File: config.mk
export PLATFORM = sky130hd
export DESIGN_NAME = alarm_clock_controller
export DESIGN_NICKNAME = d
export VERILOG_FILES = /design/src/rtl/clock_pkg.sv /design/src/rtl/tick_prescaler.sv /design/src/rtl/alarm_clock_controller.sv
export SDC_FILE = /design/constraint.sdc
export NUM_CORES = 1
export LEC_CHECK = 0
export BUFFER_PORTS_ARGS = -buffer_cell sky130_fd_sc_hd__buf_4
export CORE_MARGIN = 2
export CORE_UTILIZATION = 42
export DETAILED_ROUTE_END_ITERATION = 8
export GPL_ROUTABILITY_DRIVEN = 0
export SYNTH_ARGS = -nofsm -noshare
export SYNTH_HDL_FRONTEND = slang
export SYNTH_SLANG_ARGS = --single-unit
File: constraint.sdc
create_clock -name clk -period 2 [get_ports clk]
set_clock_uncertainty 0.15 [all_clocks]
set_input_delay 0.6 -clock clk [delete_from_list [all_inputs] [get_ports clk]]
set_output_delay 0.6 -clock clk [all_outputs]
set_load 0.02 [all_outputs]
File: src/rtl/clock_pkg.sv
// Shared encodings, field widths and small helpers for the alarm clock datapath.
package clock_pkg;
  localparam int SEC_W   = 6;
  localparam int MIN_W   = 6;
  localparam int HR_W    = 5;
  localparam int SEC_MAX = 59;
  localparam int MIN_MAX = 59;
  localparam int HR_MAX  = 23;

  localparam logic [2:0] RUN     = 3'd0;
  localparam logic [2:0] SET_MIN = 3'd1;
  localparam logic [2:0] SET_HR  = 3'd2;
  localparam logic [2:0] ALM_MIN = 3'd3;
  localparam logic [2:0] ALM_HR  = 3'd4;
  localparam logic [2:0] RING    = 3'd5;

  typedef struct packed {
    logic time_min;
    logic time_hr;
    logic alm_min;
    logic alm_hr;
  } adj_t;

  // Any mode where a field is being edited (time or alarm).
  function automatic logic is_edit(input logic [2:0] m);
    return (m >= SET_MIN) && (m <= ALM_HR);
  endfunction

  // Time-set modes freeze the seconds counter.
  function automatic logic is_time_set(input logic [2:0] m);
    return (m == SET_MIN) || (m == SET_HR);
  endfunction
endpackage

File: src/rtl/tick_prescaler.sv
// Free-running divider: count wraps at TICK_DIV-1, tick flags the wrap cycle.
module tick_prescaler #(
  parameter int TICK_DIV = 100_000_000,
  localparam int CW = $clog2(TICK_DIV)
) (
  input  logic          clk,
  input  logic          rst,
  input  logic          clear,
  output logic          tick,
  output logic [CW-1:0] count
);
  assign tick = (count == CW'(TICK_DIV - 1));

  always_ff @(posedge clk or posedge rst) begin
    if (rst)                count <= '0;
    else if (clear || tick) count <= '0;
    else                    count <= count + CW'(1);
  end
endmodule

File: src/rtl/alarm_clock_controller.sv
// Mode sequencer for the alarm clock: second enable, field adjust pulses,
// alarm arm/match and buzzer control. Every output is a flop.
module alarm_clock_controller import clock_pkg::*; #(
  parameter int TICK_DIV     = 100_000_000,
  parameter int RING_SECONDS = 60
) (
  input  logic             clk,
  input  logic             rst,
  input  logic             btn_mode,
  input  logic             btn_up,
  input  logic             btn_down,
  input  logic             btn_stop,
  input  logic [SEC_W-1:0] cur_sec,
  input  logic [MIN_W-1:0] cur_min,
  input  logic [HR_W-1:0]  cur_hr,
  input  logic [MIN_W-1:0] alm_min,
  input  logic [HR_W-1:0]  alm_hr,
  output logic             sec_en,
  output logic             sec_clr,
  output logic             updown,
  output logic             time_min_adj,
  output logic             time_hr_adj,
  output logic             alm_min_adj,
  output logic             alm_hr_adj,
  output logic [2:0]       mode,
  output logic             armed,
  output logic             buzzer,
  output logic             blink
);
  localparam int CW = $clog2(TICK_DIV);

  logic          tick, clear;
  logic [CW-1:0] pcnt, pcnt_nxt;
  logic [2:0]    mode_nxt;
  logic [5:0]    ring_cnt, ring_nxt;
  logic          armed_nxt, match, match_q, adj_req, ring_done, enter_set;
  adj_t          adj_nxt;

  tick_prescaler #(.TICK_DIV(TICK_DIV)) u_pre (
    .clk   (clk),
    .rst   (rst),
    .clear (clear),
    .tick  (tick),
    .count (pcnt)
  );

  always_comb begin
    match     = armed && (cur_hr == alm_hr) && (cur_min == alm_min) && (cur_sec == '0);
    ring_done = (mode == RING) && sec_en && (ring_cnt == 6'(RING_SECONDS - 1));
    adj_req   = btn_up ^ btn_down;
    mode_nxt  = mode;
    armed_nxt = armed;
    ring_nxt  = ring_cnt;
    adj_nxt   = '0;
    case (mode)
      // btn_mode beats a simultaneous alarm edge; that edge is then consumed.
      RUN:     if (btn_mode)                       mode_nxt = SET_MIN;
               else if (match && !match_q)         mode_nxt = RING;
               else if (btn_stop)                  armed_nxt = !armed;
      SET_MIN: if (btn_mode) mode_nxt = SET_HR;  else adj_nxt.time_min = adj_req;
      SET_HR:  if (btn_mode) mode_nxt = ALM_MIN; else adj_nxt.time_hr  = adj_req;
      ALM_MIN: if (btn_mode) mode_nxt = ALM_HR;  else adj_nxt.alm_min  = adj_req;
      ALM_HR:  if (btn_mode) mode_nxt = RUN;     else adj_nxt.alm_hr   = adj_req;
      RING: begin
        if (btn_stop || btn_mode || ring_done) begin
          mode_nxt = RUN;
          ring_nxt = '0;
        end else if (sec_en) begin
          ring_nxt = ring_cnt + 6'd1;
        end
      end
      default: mode_nxt = RUN;
    endcase
    if (adj_nxt.alm_min || adj_nxt.alm_hr) armed_nxt = 1'b1;
    enter_set = (mode == RUN) && (mode_nxt == SET_MIN);
    // Restart the second on entering and on leaving time set.
    clear     = enter_set || ((mode == SET_HR) && (mode_nxt != SET_HR));
    pcnt_nxt  = (clear || tick) ? '0 : pcnt + CW'(1);
  end

  always_ff @(posedge clk or posedge rst) begin
    if (rst) begin
      mode         <= RUN;
      armed        <= 1'b0;
      buzzer       <= 1'b0;
      ring_cnt     <= '0;
      match_q      <= 1'b0;
      sec_en       <= 1'b0;
      sec_clr      <= 1'b0;
      updown       <= 1'b1;
      time_min_adj <= 1'b0;
      time_hr_adj  <= 1'b0;
      alm_min_adj  <= 1'b0;
      alm_hr_adj   <= 1'b0;
      blink        <= 1'b1;
    end else begin
      mode         <= mode_nxt;
      armed        <= armed_nxt;
      buzzer       <= (mode_nxt == RING);
      ring_cnt     <= ring_nxt;
      match_q      <= match;
      sec_en       <= tick && !is_time_set(mode) && !is_time_set(mode_nxt);
      sec_clr      <= enter_set;
      if (|adj_nxt) updown <= btn_up;
      time_min_adj <= adj_nxt.time_min;
      time_hr_adj  <= adj_nxt.time_hr;
      alm_min_adj  <= adj_nxt.alm_min;
      alm_hr_adj   <= adj_nxt.alm_hr;
      // Phase-aligned with the prescaler value visible in the same cycle.
      blink        <= is_edit(mode_nxt) ? (pcnt_nxt < CW'(TICK_DIV / 2)) : 1'b1;
    end
  end
endmodule

==> results.toml <==
[global_routing]
antenna_found_initial = 0
grt_use_total = 0.2036
grt_pass1_vias = 2725
grt_overflow = 0
grt_max_degree = 27
grt_pass1_wl_um = 12160

[worst_setup_path]
cp.arrival_ns = 2.20
end_kind = "flop"
rrSetupSlack_ns = -0.10
cp_max_fo = 5
r2r_start = "u_pre.count[0]"
start_kind = "flop"
worst_ep_required_time_ns = 2.10
setup.worst_path.class = "flop to flop"
startpoint = "u_pre.count[0]"

[sta]
hold_violations = 0
setup_viol = 1
period_needed_ns = 2.101
worst-slew-pin-transition_ns = 0.3827
relSlewSlack = 0.7413
max_freq_ghz = 0.4759
hold_slack_ns = 0.08475
drv_slew = 0
grt_setup_unrepaired = "true"
finalCritPeriodShare = 1.051
worst_slack_ns = -0.1015

[cts]
cts-buffers-inserted = 5
clk_pin_slew_ns = 0.10
root_buffer = "clkbuf_8"
clock_latency_ns = 0.31
clock_path_buffers = 2
cts_tree = "yes"
clock-sinks = 47
cts_htree_levels = 2

[run_status]
status = "finished with violations"
violations = "setup timing"

[layout]
final_common_cell = "buf_4"
syn_to_final_growth_pct = 43.85
drive_above_1_share = 0.3963
instances_no_fill = 511
n_antenna_cell = 0
fillers = 555
finalNetCount = 469
final_cell_mix = "buf_4 (123), nor2_1 (47), dfrtp_1 (45)"
final_util = 0.6289

[logic_synthesis]
netlist_instances = 315
synth_edf_count = 0
synth_seq_area_share = 0.4198
synth_area_leaders = "dfrtp_1 (40%), xnor2_1 (7.2%), nor2_1 (6.7%)"
async_flop_share = 1.000
synth_ff_type = "dfrtp_1"
yosys.area.top_type = "dfrtp_1"
syn_avg_cell_area_um2 = 8.913
ys_seq_elements = 47
synth_top_area_share = 0.4011
syn-cell-area_um2 = 2808
yosys_warnings = 0
synth_cell_types = 47
syn_nets = 351

[run]
max-cap-violations = 0

[detailed_routing]
via_count = 2647
firstDrtPassIters = 4
drc = 0
wire_per_inst_um = 14.04
routed_wl_um = 7176
ant_nets = 0
routed_via_density = 5.180
drt_iter0_markers = 133

[pwr]
pwr-share-seq = 0.414
leakagePower_nw = 1.840
power.share.switching = 0.3537
p_sw_mw = 0.9600
p_per_area_nw_per_um2 = 672.0
ir_drop_uv = 304.7
internal-power_mw = 1.754
comb_power_share = 0.353
pwr-share-clk = 0.233
power_mw = 2.714

[place]
dp.cells = 492
dp_slack_ns = -0.2616
io_buffer_count = 46
hpwl_um = 5315

[floorplan]
rows = 29
core_area_um2 = 6422
die_y_um = 85.76
start_util = 0.4372
die_w_um = 85.76
io_pins = 47
die_area_um2 = 7355

[min_path]
hp-class = "primary input to async pin"
==> final timing paths <==
kind,endpoint,cells past startpoint
max,blink,9
min,u_pre.count[3],2
max reg2reg,blink,9
min reg2reg,updown,2
max in group asynchronous,updown,3
min in group clk,updown,2
==> flip-flops by register name, summed over array words and instances (netlist names) <==
name,count
armed,1
sec_clr,1
sec_en,1
updown,1
u_pre.count,27
blink,1
buzzer,1
ring_cnt,6
time_min_adj,1
mode,3
alm_min_adj,1
alm_hr_adj,1
time_hr_adj,1
match_q,1
==> cell type report <==
type                            count  area, um2  area share
Multi-Input combinational cell    247       1684      0.4170
Sequential cell                    47       1179      0.2918
Timing Repair Buffer              126      960.9      0.2379
Tap cell                           77      96.34     0.02385
Clock buffer                        5      68.82     0.01704
Clock inverter                      3      27.53    0.006815
Inverter                            6      22.52    0.005576
==> critical path, cell delays in order (launching register included) <==
cell	delay, ns
dfrtp_1	0.40
ha_2	0.22
and2_4	0.17
nand3_4	0.10
buf_4	0.18
nor4_4	0.25
a21oi_1	0.07
mux2i_1	0.19
nand3_1	0.12
o22a_1	0.18
==> synthesized netlist by cell type (2+ instances only) <==
cell / count
nor2_1: 50
dfrtp_1: 45
nand2_1: 29
xnor2_1: 23
xor2_1: 20
nand3_1: 17
nand4_1: 16
a21oi_1: 11
o21ai_0: 11
and3_1: 8
nor3_1: 8
and4_1: 6
buf_2: 6
clkbuf_1: 6
inv_1: 6
nor4_1: 5
and2_1: 4
or3_1: 4
nand2b_1: 3
a32o_1: 2
buf_6: 2
dfstp_2: 2
ha_1: 2
mux2i_1: 2
nor4b_1: 2
nor4bb_1: 2
o211ai_1: 2
o31ai_1: 2
==> per-stage QoR <==
step	setup TNS (ns)	area (um2)
after global placement	-0.6734	3704
after CTS	-0.08922	3869
final	-0.1015	4039
after floorplan	-0.06130	2824
after detailed placement	-0.8241	3704
after global routing	-0.2750	4039
==> cell families (layout without fill, tap and decap cells) <==
| kind of cell | Yosys count | after routing | share of synthesized area |
|---|---|---|---|
| muxes | 3 | 3 | 0.01114 |
| DFF | 47 | 47 | 0.4198 |
| AOI/OAI and AO/OA | 39 | 39 | 0.09626 |
| buffers and inverters | 21 | 140 | 0.03609 |
| xor gates and xnor gates | 43 | 43 | 0.1341 |
| and+or+nand+nor | 160 | 160 | 0.2937 |
| adders and majority gates | 2 | 2 | 0.008911 |
==> per-layer routing <==
layer | routed length, um | part of all wire | GRT usage | vias to the layer above
li1 | - | - | - | 1337
met3 | 202 | 0.028 | 0.02599 | 9
met4 | 105 | 0.015 | 0.06205 | 0
met5 | 0 | 0 | 0 | -
met2 | 3535 | 0.49 | 0.3416 | 45
met1 | 3332 | 0.46 | 0.2749 | 1256
==> repair_timing <==
action,in CTS,in global routing
hold buffers,0,0
setup endpoints to repair,2,22
buffers inserted,5,8
gates resized for setup,15,21
cloned,0,0
pin swaps,10,12
hold endpoints to repair,0,0
==> power groups by stage <==
stage	Clock, mW	Combinational [mW]	Sequential (mW)
after global routing	0.688	1.07	1.14
after detailed placement	0	0.884	1.13
after floorplan	0	0.432	1.22
after CTS	0.657	0.902	1.12
final	0.632	0.958	1.12
after global placement	0	0.872	1.13
Note: power is estimated with default switching activity, not from simulation.
